$ cat src/rtl/bram_port_arbiter.sv
// Two-requester (CPU, DMA) arbiter for BRAM port A with req/ack handshakes and registered outputs.
// Define BRAM_ARB_RR_EN for round-robin tie-breaking; otherwise the CPU has fixed priority.
module bram_port_arbiter #(
  parameter int ADDR_W   = 15,
  parameter int DATA_W   = 8,
  parameter int MEM_SIZE = 512
) (
  input  logic              clka,
  input  logic              rsta,
  input  logic              cpu_req_i,
  input  logic              cpu_we_i,
  input  logic [ADDR_W-1:0] cpu_addr_i,
  input  logic [DATA_W-1:0] cpu_wdata_i,
  output logic              cpu_ack_o,
  output logic [DATA_W-1:0] cpu_rdata_o,
  input  logic              dma_req_i,
  input  logic              dma_we_i,
  input  logic [ADDR_W-1:0] dma_addr_i,
  input  logic [DATA_W-1:0] dma_wdata_i,
  output logic              dma_ack_o,
  output logic [DATA_W-1:0] dma_rdata_o,
  output logic              mem_en_o,
  output logic              mem_we_o,
  output logic [ADDR_W-1:0] mem_addr_o,
  output logic [DATA_W-1:0] mem_din_o,
  input  logic [DATA_W-1:0] mem_dout_i
);

  typedef enum logic [1:0] {
    IDLE   = 2'd0,
    ACCESS = 2'd1,
    RESP   = 2'd2
  } state_t;

  localparam logic [31:0] MemSizeU = 32'(MEM_SIZE);

  state_t            state_q, state_d;
  logic              grantDma_q, grantDma_d;
  logic              isWrite_q, isWrite_d;
  logic              inRange_q, inRange_d;
  logic              memEn_q, memEn_d;
  logic              memWe_q, memWe_d;
  logic [ADDR_W-1:0] memAddr_q, memAddr_d;
  logic [DATA_W-1:0] memDin_q, memDin_d;
  logic              cpuAck_q, cpuAck_d;
  logic              dmaAck_q, dmaAck_d;
  logic [DATA_W-1:0] cpuRdata_q, cpuRdata_d;
  logic [DATA_W-1:0] dmaRdata_q, dmaRdata_d;

  logic              pickDma;
  logic              selWe;
  logic [ADDR_W-1:0] selAddr;
  logic [DATA_W-1:0] selData;
  logic              selInRange;
  logic [DATA_W-1:0] rdVal;

`ifdef BRAM_ARB_RR_EN
  logic lastDma_q, lastDma_d;

  // On a tie the requester that was not granted last time wins.
  assign pickDma = dma_req_i & (~cpu_req_i | ~lastDma_q);
`else
  assign pickDma = dma_req_i & ~cpu_req_i;
`endif

  assign selWe      = pickDma ? dma_we_i    : cpu_we_i;
  assign selAddr    = pickDma ? dma_addr_i  : cpu_addr_i;
  assign selData    = pickDma ? dma_wdata_i : cpu_wdata_i;
  assign selInRange = (32'(selAddr) < MemSizeU);
  // Out-of-range reads return all ones instead of whatever the BRAM drives.
  assign rdVal      = inRange_q ? mem_dout_i : '1;

  always_comb begin
    state_d    = state_q;
    grantDma_d = grantDma_q;
    isWrite_d  = isWrite_q;
    inRange_d  = inRange_q;
    memEn_d    = memEn_q;
    memWe_d    = memWe_q;
    memAddr_d  = memAddr_q;
    memDin_d   = memDin_q;
    cpuAck_d   = 1'b0;
    dmaAck_d   = 1'b0;
    cpuRdata_d = cpuRdata_q;
    dmaRdata_d = dmaRdata_q;
`ifdef BRAM_ARB_RR_EN
    lastDma_d  = lastDma_q;
`endif
    unique case (state_q)
      IDLE: begin
        if (cpu_req_i || dma_req_i) begin
          grantDma_d = pickDma;
          isWrite_d  = selWe;
          inRange_d  = selInRange;
          memEn_d    = 1'b1;
          memWe_d    = selWe & selInRange;
          memAddr_d  = selAddr;
          memDin_d   = selData;
`ifdef BRAM_ARB_RR_EN
          lastDma_d  = pickDma;
`endif
          state_d    = ACCESS;
        end
      end
      ACCESS: begin
        memEn_d = 1'b0;
        memWe_d = 1'b0;
        state_d = RESP;
      end
      RESP: begin
        // The BRAM output register holds the read data during this cycle.
        if (grantDma_q) begin
          dmaAck_d = 1'b1;
          if (!isWrite_q) dmaRdata_d = rdVal;
        end else begin
          cpuAck_d = 1'b1;
          if (!isWrite_q) cpuRdata_d = rdVal;
        end
        state_d = IDLE;
      end
      default: state_d = IDLE;
    endcase
  end

  always_ff @(posedge clka or posedge rsta) begin
    if (rsta) begin
      state_q    <= IDLE;
      grantDma_q <= 1'b0;
      isWrite_q  <= 1'b0;
      inRange_q  <= 1'b0;
      memEn_q    <= 1'b0;
      memWe_q    <= 1'b0;
      memAddr_q  <= '0;
      memDin_q   <= '0;
      cpuAck_q   <= 1'b0;
      dmaAck_q   <= 1'b0;
      cpuRdata_q <= '0;
      dmaRdata_q <= '0;
`ifdef BRAM_ARB_RR_EN
      lastDma_q  <= 1'b1;
`endif
    end else begin
      state_q    <= state_d;
      grantDma_q <= grantDma_d;
      isWrite_q  <= isWrite_d;
      inRange_q  <= inRange_d;
      memEn_q    <= memEn_d;
      memWe_q    <= memWe_d;
      memAddr_q  <= memAddr_d;
      memDin_q   <= memDin_d;
      cpuAck_q   <= cpuAck_d;
      dmaAck_q   <= dmaAck_d;
      cpuRdata_q <= cpuRdata_d;
      dmaRdata_q <= dmaRdata_d;
`ifdef BRAM_ARB_RR_EN
      lastDma_q  <= lastDma_d;
`endif
    end
  end

  assign cpu_ack_o   = cpuAck_q;
  assign dma_ack_o   = dmaAck_q;
  assign cpu_rdata_o = cpuRdata_q;
  assign dma_rdata_o = dmaRdata_q;
  assign mem_en_o    = memEn_q;
  assign mem_we_o    = memWe_q;
  assign mem_addr_o  = memAddr_q;
  assign mem_din_o   = memDin_q;

endmodule
$ cat config.mk
export PLATFORM = sky130hd
export DESIGN_NAME = bram_port_arbiter
export DESIGN_NICKNAME = d
export VERILOG_FILES = /design/src/rtl/bram_port_arbiter.sv
export SDC_FILE = /design/constraint.sdc
export NUM_CORES = 1
export LEC_CHECK = 0
export ABC_AREA = 1
export ABC_CLOCK_PERIOD_IN_PS = 1570
export BUFFER_PORTS_ARGS = -buffer_cell sky130_fd_sc_hd__buf_4
export CAP_MARGIN = 20
export CELL_PAD_IN_SITES_DETAIL_PLACEMENT = 0
export CELL_PAD_IN_SITES_GLOBAL_PLACEMENT = 1
export CORE_UTILIZATION = 29
export DETAILED_ROUTE_END_ITERATION = 7
export PLACE_DENSITY = 0.75
export RECOVER_POWER = 25
export SLEW_MARGIN = 20
export SYNTH_ARGS = -nofsm -noshare
export SYNTH_HDL_FRONTEND = slang
export SYNTH_SLANG_ARGS = --single-unit
$ cat constraint.sdc
create_clock -name clka -period 1.57 [get_ports clka]
set_clock_uncertainty 0.2 [all_clocks]
set_input_delay 0.157 -clock clka [delete_from_list [all_inputs] [get_ports clka]]
set_output_delay 0.157 -clock clka [all_outputs]
set_load 0.02 [all_outputs]
==> impl_summary.md, run 1 <==
Worst setup path
Setup slack on the worst reg-to-reg path comes out at approximately 0.14 ns. The destination of the worst register-to-register timing path is mem_addr_o[7]. The data arrival time at the worst-slack endpoint is ~1.4 ns. The startpoint identified for the worst register-to-register timing path is state_q[1]. Measured in cells, the most critical reg-to-reg path has a length of 5. At the worst endpoint, the required time is 1.56 ns. STA classifies the critical path startpoint as a flop. The worst setup path is captured at a flop.

Of all nets on the critical path, the largest fanout is 16. The worst setup path is of the flop to flop kind.

GRT
The via count of the first global-routing pass was 2274. The first-pass GRT wire length is about 10000 um. The largest net degree at the start of global routing is 25.

The initial antenna violation count is 0. The global route total overflow is 0. The overall global routing resource usage is 17.4%.

Synthesis
The number of nets in the synthesized netlist is 300. The Yosys step of the flow raised 0 warnings. In the synthesized netlist, the number of instances is 240. The number of synthesized register bits is 48.

Of all cell types, the one taking the most synthesized area is sky130_fd_sc_hd__dfrtp_1. The synthesized netlist occupies a cell area of 2080 um2. The portion of synthesized cell area occupied by the leading cell type is 57.6%. Of the synthesized area, sequential elements account for between 50% and 60%. The mean instance size in the synthesized netlist is 8.69 um2. Yosys mapped the design onto 19 distinct sky130hd cell types. By area the synthesized netlist is led by sky130_fd_sc_hd__dfrtp_1 58%, sky130_fd_sc_hd__nand2_1 8.3%, sky130_fd_sc_hd__a21oi_1 8.2%.

Hold path
The startpoint of the most critical hold path is cpu_addr_i[12]. The worst-case hold path end point is mem_addr_o[12]. The worst hold path cell count is 5. The worst hold path class is primary input to flop.

Clock network
CTS built an H-tree with a depth of 2. TritonCTS built the clock tree. Clock-pin slew was measured on the worst setup and hold paths at 0.09 ns. The number of buffers on the longest clock path is 2. The worst-skew pair later-pin latency is 0.31 ns. The CTS root buffer is sky130_fd_sc_hd__clkbuf_8.

The number of buffers inserted during clock tree synthesis is 5. The number of sinks driven by the clock tree is 48.

Power and ir drop
The clock share of power is 15.2%. The internal portion of the total power is a little under 3 mW. Of the total power, combinational logic draws 46.5%.

The switching part of the total power is 40.4%. The register share of total power is 38.3%. Power spread over the standard cell area amounts to 1380 nW/um2. The maximum VDD drop is 0.000989 V. For this design the total switching power over the nets is 2.02 mW. In this run the static leakage power is 1.71 nW.

Placed design
The final RePlAce weighted congestion is 0.726. The final HPWL from detailed placement is 4090 um. In this run the tool buffered the top-level ports with 102 buffer cells.

Timing analysis after detailed placement gives a worst setup slack of 0.0882 ns.

Final layout
From synthesis to final layout, the design area changed by 73.2%. The number of diodes added for antenna fixing is 0. The final-stage net count is 456.

The fraction of layout instances using a drive strength above 1 is 32.0%.

Floorplan
The region available for standard cell placement spans 6870 um2. The number of standard-cell rows in the floorplan is 30. The die span in y is between 80 and 90 um. For this configuration, the core starts out at a cell density of 30.3%. The area of the die is 7530 um2. Measured along the x axis, the die boundary spans 86.8 um.

During I/O placement, the number of pins put on the boundary was slightly above 100.

Timing
The maximum clock frequency is 701 MHz. Across all setup checks in the final design, the least slack found is 0.143 ns. The final-layout setup total negative slack is 0 ns. The worst path uses 90.9% of the clock period. The count of final hold-check violations is 0. Setup repair after global routing left no endpoint under its margin. For the pin with the worst max-slew slack, the measured transition is between 0.6 and 0.7 ns. Hold is met by 0.0131 ns. Setup violations remaining at the end of the flow were counted as 0. The max-slew violation total from the final report came to 0. The headroom to the max-slew limit is 54.6%.

After layout, the minimum clock period comes to about 1.4 ns.

Detailed routing
The detailed-route via count is 2228. The number of remaining DRC errors is 0. The residual antenna-violating net count after detailed routing is 0. The number of detailed-route iterations in the first pass is 5. The detailed-route wire length per cell is approximately 13 um. In the routed layout, each cell is associated on average with a via count of 4.52. The final wirelength is 6260 um. The number of DRC markers in iteration 0 is 79.

Job
The tool flagged a number of max-cap violations equal to 0.

Outcome
The run finished with clean final reports.
-- per-stage QoR --
step / instances / cell area, um2 / utilization, % / power [mW]
finish: 493 / 3610 / 52.6 / 4.99
global route: 493 / 3610 / 52.6 / 5.33
CTS: 493 / 3610 / 52.6 / 5.02
detailed placement: 437 / 3040 / 44.2 / 4.16
global placement: 437 / 3040 / 44.2 / 4.15
floorplan: 240 / 2080 / - / 3.13
-- logic make-up (layout without fill, tap and decap cells) --
group / count (synthesis) / count (layout) / synth area share (%)
AO/OA/AOI/OAI: 60 / 60 / 15.7
AND/OR/NAND/NOR: 99 / 99 / 19.9
buffers and inverters: 33 / 190 / 6.84
flip-flops: 48 / 48 / 57.6
-- worst max-delay path, cell delays in order (launching register included) --
cell and delay, ns:
sky130_fd_sc_hd__dfrtp_1 0.40, sky130_fd_sc_hd__nor2_1 0.17, sky130_fd_sc_hd__o21ai_2 0.10, sky130_fd_sc_hd__buf_4 0.20, sky130_fd_sc_hd__a21oi_1 0.17, sky130_fd_sc_hd__a21oi_1 0.08
-- cells in the final DEF, fill, tap and decap left out, types with 2 or more instances in the layout --
master | Yosys | final
sky130_fd_sc_hd__dfrtp_1 | 48 | 48
sky130_fd_sc_hd__dlygate4sd3_1 | 0 | 48
sky130_fd_sc_hd__nand3_1 | 4 | 4
sky130_fd_sc_hd__nor2_1 | 43 | 43
sky130_fd_sc_hd__inv_1 | 19 | 19
sky130_fd_sc_hd__buf_12 | 0 | 4
sky130_fd_sc_hd__nor3_4 | 2 | 2
sky130_fd_sc_hd__o21ai_0 | 6 | 6
sky130_fd_sc_hd__nand2_1 | 46 | 47
sky130_fd_sc_hd__nand3b_1 | 2 | 2
sky130_fd_sc_hd__clkbuf_8 | 0 | 5
sky130_fd_sc_hd__clkinvlp_4 | 0 | 2
sky130_fd_sc_hd__buf_4 | 2 | 108
sky130_fd_sc_hd__a21oi_1 | 34 | 34
sky130_fd_sc_hd__inv_2 | 2 | 2
sky130_fd_sc_hd__a31oi_1 | 18 | 18
-- power by group through the flow --
stage	clock (mW)	combinational [mW]	sequential, mW
3_3_place_gp	0	2.22	1.93
2_1_floorplan	0	0.823	2.31
6_report	0.760	2.32	1.91
5_1_grt	0.829	2.54	1.96
4_1_cts	0.783	2.33	1.91
3_5_place_dp	0	2.24	1.93
-- repair_timing --
item / CTS / global route
hold buffers: 48 / 0
resized for setup: 0 / 0
buffers inserted: 0 / 0
endpoints found under the hold margin: 69 / 0
-- cells in the mapped netlist --
| library cell | n |
|---|---|
| sky130_fd_sc_hd__o21ai_2 | 1 |
| sky130_fd_sc_hd__nand2_2 | 2 |
| sky130_fd_sc_hd__nand2_1 | 46 |
| sky130_fd_sc_hd__buf_1 | 1 |
| sky130_fd_sc_hd__a31oi_1 | 18 |
| sky130_fd_sc_hd__buf_2 | 3 |
| sky130_fd_sc_hd__nand3_1 | 4 |
| sky130_fd_sc_hd__nand3b_1 | 2 |
| sky130_fd_sc_hd__inv_2 | 2 |
| sky130_fd_sc_hd__inv_1 | 19 |
| sky130_fd_sc_hd__nor2_1 | 43 |
| sky130_fd_sc_hd__nor3_4 | 2 |
| sky130_fd_sc_hd__buf_4 | 2 |
| sky130_fd_sc_hd__clkbuf_1 | 5 |
| sky130_fd_sc_hd__buf_6 | 1 |
| sky130_fd_sc_hd__dfrtp_1 | 48 |
| sky130_fd_sc_hd__a21oi_1 | 34 |
| sky130_fd_sc_hd__o21ai_0 | 6 |
| sky130_fd_sc_hd__o21ai_1 | 1 |
-- routing by layer --
| layer | vias to the layer above | global-route usage [%] | part of all wire, % |
|---|---|---|---|
| met5 | - | 0 | 0 |
| met4 | 0 | 7.27 | 2.7 |
| met3 | 22 | 4.76 | 7.0 |
| met2 | 105 | 30.9 | 50 |
| met1 | 1012 | 19.6 | 40 |
| li1 | 1089 | - | - |
-- registers in the layout, indices dropped and copies added (netlist names) --
signal	count
cpu_ack_o	1
cpu_rdata_o	8
dma_ack_o	1
dma_rdata_o	8
grantDma_q	1
inRange_q	1
isWrite_q	1
mem_addr_o	15
mem_din_o	8
mem_en_o	1
mem_we_o	1
state_q	2
-- area by class of cell --
type | count | area (um2)
Inverter | 21 | 78.8
Fill cell | 649 | 3260
Clock inverter | 3 | 23.8
Sequential cell | 48 | 1200
Tap cell | 96 | 120
Timing Repair Buffer | 161 | 1380
Clock buffer | 5 | 68.8
Multi-Input combinational cell | 159 | 738
-- how the worst max path moves through the flow --
stage / from / end / slack, ns / depth (start not counted)
global placement: state_q[1] / mem_addr_o[0] / 0.10 / 5
CTS: state_q[1] / mem_addr_o[7] / 0.09 / 5
finish: state_q[1] / mem_addr_o[7] / 0.14 / 5
global route: rsta / mem_din_o[0] / 0.02 / 4
detailed placement: cpu_req_i / mem_din_o[4] / 0.09 / 7
floorplan: rsta / cpu_ack_o / 0.07 / 1
Note: power is estimated with default switching activity, not from simulation.
==> run 2, diff against run 1 <==
ABC_CLOCK_PERIOD_IN_PS = 1800   (was 1570)
CORE_UTILIZATION = 34   (was 29)
PLACE_DENSITY = 0.83   (was 0.75)
clock period = 1.8 ns   (was 1.57 ns; I/O delays follow)
==> run 2 against run 1 <==
  * Count of clock-buffer cells in the layout grew 2
  * Die area shrank 14%
  * Largest power group unchanged
  * Wire length shrank 5.7%
  * Combinational power shrank 15%
  * Clock power grew 9.1%
  * Sequential share of layout area grew 0.61 points
  * Critical path depth grew 1
  * First-iteration DRC count grew 38%
  * Global-route usage grew 2.3 points
  * Sequential cell count is the same
  * Register-to-register slack gained 0.16 ns
  * Critical endpoint is now cpu_rdata_o[5]
==> impl_summary.md, run 2 (synthesis results as in run 1) <==
Timing
Summed over all failing endpoints, the final setup total negative slack is 0 ns. For the pin with the worst max-slew slack, the measured transition is 0.601 ns. The headroom to the max-slew limit is between 50% and 60%.

The maximum clock frequency is ~670 MHz. The count of final hold-check violations came to 0. In the finished design, the share of the clock period the worst path needs comes to between 80 and 90%. The final worst hold slack is 0.0458 ns. Setup slack closes at 0.306 ns. The clock period minus worst slack is 1.49 ns. The total setup violations reported at the end of the flow is 0. The max-slew violation total from the final report is 0. Setup repair after global routing left no endpoint under its margin.

Final layout
The register with the most flip-flops in the layout has 15 of them. In the layout the commonest cells are 102 x sky130_fd_sc_hd__buf_4, 48 x sky130_fd_sc_hd__dfrtp_1, 47 x sky130_fd_sc_hd__nand2_1, 47 x sky130_fd_sc_hd__dlygate4sd3_1, 43 x sky130_fd_sc_hd__nor2_1. The most common library cell in the layout ignoring fill and taps is sky130_fd_sc_hd__buf_4.

The filler-free cell count of the finished design is 469. The area growth from synthesis to final layout is 70.0%. In the final layout, the multi-input gates occupy 738 um2.

After filler insertion, the fill cell instance count of the layout stands at 533. Summing all flip-flop and latch instances after layout gives around 1200 um2. In the final design database the tool counted ~450 nets.

After routing the design area is 3540 um2. Cells with a size suffix above 1 make up a little under a third of the layout. The utilization after layout is 59.9%.

The number of diodes added for antenna fixing is 0.

Job
The number of violations of the max-capacitance limit is 0.

Floorplan
The initial core utilization is 35.2%. The die span in y is 80.3 um. The die covers about 6400 um2. The number of standard-cell rows in the floorplan is 28.

Pin placement for this block handled roughly 100 I/O pins. The total area inside the core boundary comes to around 5900 um2. The floorplan step set the die width to 80.3 um.

GRT
The first-pass GRT wire length is 9690 um. The largest net degree at the start of global routing is 27. The initial antenna violation count is 0.

Across every metal layer, demand over resource in global routing totals 19.7%. The via count of the first global-routing pass was 2153. The global route total overflow is 0.

Worst setup path
The flop-to-flop setup slack is about 0.31 ns. For this run, the slowest stage of the critical path takes 0.39 ns. The startpoint-to-endpoint class of the critical path is flop to flop. The buffer and inverter count on the worst path is 2. Among all stages on the critical path, the largest delay is contributed by sky130_fd_sc_hd__dfrtp_1.

Measured in cells, the most critical reg-to-reg path has a length of 6. The cell type group with the largest total delay on the critical path is flip-flops. The destination of the worst register-to-register timing path is cpu_rdata_o[5]. The signal on the critical path passes through inv_1 > nand2_1 > nor3_4 > buf_4 > nor2_1 > a31oi_1. For the worst setup path, the data required time is ~1.8 ns.

The capturing element type of the critical path is a flop. Data arrives at the worst endpoint at about 1.5 ns. In this run the critical register-to-register path is launched from state_q[0]. The worst setup path is launched from a flop. Along the worst path, the maximum fanout reaches 16.

Power and ir drop
The switching power summed over all nets is 1.70 mW. The maximum VDD drop is about 0.00064 V. The sum of internal, switching and leakage power is around 4.5 mW. The part of the power in combinational logic is between 40% and 50%. The internal power component is 2.77 mW. In this run the power density over the cells is between 1000 and 1500 nW/um2. The leakage power of the design is 1.69 nW. Net switching is 38.1% of the power. The clock share of power is approximately 19%.

The register share of total power is 37.2%.

Placed design
In this run, placement finished with an instance count of 414. Timing analysis after detailed placement gives a worst setup slack of 0.288 ns. The final RePlAce weighted congestion is approximately 0.71. In this run the tool buffered the top-level ports with 102 buffer cells. The placed instances occupy a cell area of ~3000 um2. The final HPWL from detailed placement is 3870 um.

Detailed routing
After detailed routing, the number of vias per cell comes to 4.64. The first TritonRoute pass finished after 4 iterations. The detail route stage leaves a number of antenna-violating nets equal to 0.

The detailed router placed 2175 vias in this run. In the routed design, unresolved DRC markers number 0. In this run, the number of DRC markers left after iteration 0 of detailed routing was 109.

The routed design uses 435 um of met3 wire. The met1 layer wirelength in the final routing is 2610 um. After detailed routing, the met2 layer carries 2760 um of wire.

Wires add up to 5900 um. The highest signal layer in the routed design is met4. The detailed-route wire length per cell is 12.6 um.

Clock network
The CTS root buffer is sky130_fd_sc_hd__clkbuf_8. The number of setup buffers added after CTS is 0. The number of clock buffers added by TritonCTS is 5. Clock tree synthesis found a total of 48 sinks. The CTS tree is yes. Clock latency on the worst-skew pair, taken at its later pin, is 0.29 ns. The clock input transition at the sequential cells of the worst setup and hold paths is 0.08 ns. The number of buffers on the longest clock path is 2. The count of H-tree levels built during CTS is 2.

Hold path
The tightest min-delay check is of the primary input to flop type. The startpoint of the most critical hold path is dma_we_i. Along the worst hold path, the cell count comes to 3.

The worst-case hold path end point is isWrite_q.

Outcome
The run finished with clean final reports.
-- run 2: changes by cell type in the layout (fill, tap and decap cells not counted), sizes merged --
cell	change
buf	-8
clkbuf	+8
clkinvlp	-2
bufinv	+1
clkinv	-1
dlygate4sd3	-1
-- run 2: how the worst max path moves through the flow --
| stage | start | to | slack, ns | cells after the start |
|---|---|---|---|---|
| 2_1_floorplan | rsta | cpu_ack_o | 0.28 | 1 |
| 3_3_place_gp | cpu_req_i | mem_addr_o[5] | 0.34 | 7 |
| 3_5_place_dp | cpu_req_i | mem_addr_o[1] | 0.29 | 7 |
| 4_1_cts | state_q[0] | cpu_rdata_o[5] | 0.35 | 6 |
| 5_1_grt | state_q[0] | cpu_rdata_o[7] | 0.17 | 6 |
| 6_report | state_q[0] | cpu_rdata_o[5] | 0.31 | 6 |
-- run 2: what timing repair did --
| item | 4_1_cts | 5_1_grt |
|---|---|---|
| hold buffers | 47 | 0 |
| endpoints found under the setup margin | 0 | 0 |
| hold endpoints to repair | 59 | 0 |
| resized for setup | 0 | 0 |
-- run 2: per-layer routing --
layer	global-route usage, %	vias up
li1	-	1091
met1	23.7	995
met2	33.2	78
met3	6.02	11
met4	6.79	0
met5	0	-
-- run 2: worst min-delay path: stages --
cell and delay, ns:
sky130_fd_sc_hd__buf_4 0.08, sky130_fd_sc_hd__o21ai_1 0.09, sky130_fd_sc_hd__o21ai_0 0.15
-- run 2: area by class of cell --
type	instances	share of cell area, %
inverter	21	2.22
timing repair buffer	158	36.9
sequential	48	33.9
clock buffer	7	2.72
tap	75	2.65
clock inverter	1	0.847
multi-input combinational	159	20.8
-- run 2: power groups by stage --
stage               clock network (mW)  registers [mW]  logic, mW
floorplan                            0            2.01      0.718
global placement                     0            1.67       1.89
detailed placement                   0            1.68       1.92
CTS                              0.863            1.67       1.99
global route                     0.909            1.71       2.17
finish                           0.829            1.66       1.98
==> run 3, diff against run 2 <==
ABC_CLOCK_PERIOD_IN_PS = 1200   (was 1800)
CORE_UTILIZATION = 29   (was 34)
PLACE_DENSITY = 0.75   (was 0.83)
clock period = 1.2 ns   (was 1.8 ns; I/O delays follow)
==> run 3 against run 2 <==
  * The run now ends with hold timing, setup timing left
  * Global-route usage shrank 2.6 points
  * Combinational power up 140%
  * Non-clock buffer count rose by 37
  * Critical path depth did not move
  * Total power grew 92%
  * First-iteration DRC count shrank 42%
  * Design area is 21% higher
  * Utilization increased by 2.8 points
  * Via count rose by 9.2%
  * Sequential power up 57%
  * Die area grew 17%
  * Sequential cell count unchanged
  * Critical path type unchanged
  * Critical endpoint is now mem_addr_o[10]
==> impl_summary.md, run 3 (synthesis results as in run 1) <==
Worst setup path
The data arrival time at the worst-slack endpoint is between 1 and 1.5 ns. Among the stages of the critical path, the cell type that occurs most often is sky130_fd_sc_hd__nor2_2. The buffer and inverter count on the worst path is 2. The slowest stage of the critical path belongs to the cell sky130_fd_sc_hd__dfrtp_1. The worst setup path is captured at a flop.

The cell type group with the largest total delay on the critical path is flip-flops. Along the worst path, the maximum fanout reaches 6. The data required time of the worst path is 1.22 ns. The critical path startpoint category is a flop. Walking the worst path, the cells encountered are nor2_2 > o21ai_4 > clkinv_4 > buf_12 > nor2_2 > a31oi_1.

On the worst path, the slowest cell contributes a delay of about 0.40 ns. The critical path is of the flop to flop type.

Detailed routing
The number of remaining DRC errors is 0. Before antenna repair, the detailed router went through 4 iterations. The final layout contains routed wiring with a total length of 6760 um. The number of DRC markers in iteration 0 is 63. The residual antenna-violating net count after detailed routing is 0. Dividing the detail-routed via count by the number of cells gives 4.51.

The detailed-route wire length per cell is approximately 13 um. The detailed-route via count is 2375.

Final layout
In the final layout, the share of cells above drive strength 1 is 51.0%. The utilization after layout is 62.7%. Leaving out fill and tap cells, the most frequent cells in the layout are 111 x sky130_fd_sc_hd__buf_4, 47 x sky130_fd_sc_hd__dfrtp_1, 46 x sky130_fd_sc_hd__dlygate4sd3_1.

The number of diodes added for antenna fixing is 0. Leaving out fill and tap cells, the most frequent cell in the layout is sky130_fd_sc_hd__buf_4. The flip-flop count of the largest register, all copies and words added is 15. The area growth from synthesis to final layout is 107%.

The final-stage net count is just under 500.

Timing
After layout, the minimum clock period comes to roughly 1.4 ns. The count of final hold-check violations is 5. Setup repair after global routing could not meet its margin everywhere. Across all hold checks on the routed design, the worst slack comes to -0.0258 ns.

For the pin with the worst max-slew slack, the measured transition is 0.539 ns. Headroom to the max-slew limit came out at roughly 64%. The maximum clock frequency is 721 MHz. Dividing the final minimum period by the clock period gives 116%.

In the final timing run, aggregate negative setup slack is -5.75 ns. The total setup violations reported at the end of the flow is 45. The max-slew violation total from the final report is 0. The final critical-path setup slack is -0.187 ns.

GRT
The overall global routing resource usage is 17.0%. The via count of the first global-routing pass is about 2200. The largest net degree at the start of global routing is between 40 and 50. The first-pass GRT wire length is 9940 um. The global route total overflow is 0.

The initial antenna violation count is 0.

Clock network
The later pin in the worst-skew pair is clocked with a latency of 0.30 ns. The number of sinks driven by the clock tree is 48. The cell sitting at the root of the clock tree is a sky130_fd_sc_hd__clkbuf_8. Clock tree synthesis inserted a total of 5 buffers. The number of buffers on the longest clock path is 2. The count of H-tree levels built during CTS is 2. The CTS tree is yes. After clock tree synthesis, the flow added hold-fix buffers numbering 46. The clock input transition at the sequential cells of the worst setup and hold paths is 0.09 ns.

Outcome
The run finished, with violations left. The final reports fail on hold timing, setup timing.

Power and ir drop
The sum of internal, switching and leakage power is 8.58 mW. The maximum VDD drop is 0.00135 V. In this run the static leakage power is about 2.0 nW. In this run the power density over the cells is around 2000 nW/um2.

Floorplan
In this run the standard cell core region covers 6870 um2. The die span in y is approximately 87 um. The area of the die is 7530 um2.

The floorplan step set the die width to 86.8 um. Row generation in the floorplan step produced 30 rows. around 100 I/O pins were placed.

The initial core utilization is between 30 and 40%.

Job
Across the run, the number of max-cap violations was 0.

Hold path
The path class of the tightest hold or removal check is primary input to flop.

Placed design
Buffers placed on the I/O ports in this run total 102. The final HPWL from detailed placement is 4050 um. The post-placement setup slack is -0.235 ns. The congestion estimate from routability-driven global placement came to 0.740.
run 3: layout make-up:
| type | instances | area (um2) |
|---|---|---|
| Clock inverter | 3 | 47.5 |
| Timing Repair Buffer | 195 | 1800 |
| Inverter | 21 | 87.6 |
| Sequential cell | 48 | 1200 |
| Clock buffer | 5 | 68.8 |
| Tap cell | 96 | 120 |
| Multi-Input combinational cell | 159 | 982 |
| Fill cell | 572 | 2560 |
run 3: per-stage QoR:
step	cells	cell area (um2)
global placement	445	3180
detailed placement	445	3180
finish	527	4310
floorplan	240	2200
CTS	500	3820
global route	527	4310
run 3: power breakdown:
part	leakage (nW)	switching, mW	internal (mW)	total (mW)
sequential	0.516	0.457	2.15	2.60
combinational	1.38	2.30	2.50	4.79
clock	0.0583	0.560	0.628	1.19
total	1.96	3.31	5.27	8.58
run 3: repair_timing:
action | in CTS | in global routing
resized for setup | 16 | 72
pin swaps | 1 | 0
setup endpoints to repair | 45 | 79
hold endpoints to repair | 89 | 2
buffers inserted | 0 | 25
gates cloned | 1 | 2
run 3: worst paths after layout:
kind | to | cells past startpoint | slack [ns] | from
min | mem_addr_o[14] | 5 | -0.03 | cpu_addr_i[14]
max | mem_addr_o[10] | 6 | -0.19 | state_q[1]
min reg2reg | mem_en_o | 2 | 0.30 | mem_en_o
max reg2reg | mem_addr_o[10] | 6 | -0.19 | state_q[1]
max in group asynchronous | grantDma_q | 4 | 0.20 | rsta
min in group asynchronous | dma_rdata_o[6] | 4 | 0.27 | rsta
run 3: worst min-delay path, cell delays in order:
cell,delay (ns)
sky130_fd_sc_hd__buf_4,0.11
sky130_fd_sc_hd__inv_1,0.04
sky130_fd_sc_hd__nand2_1,0.04
sky130_fd_sc_hd__nand2_1,0.07
sky130_fd_sc_hd__o21ai_1,0.05
run 3: per-layer routing:
layer	wire length [um]	share of wire (%)	vias up	GRT usage, %
li1	-	-	1159	-
met1	2690	40	1115	19.4
met2	3540	52	89	30.9
met3	429	6.3	12	4.48
met4	101	1.5	0	5.45
met5	0	0	-	0
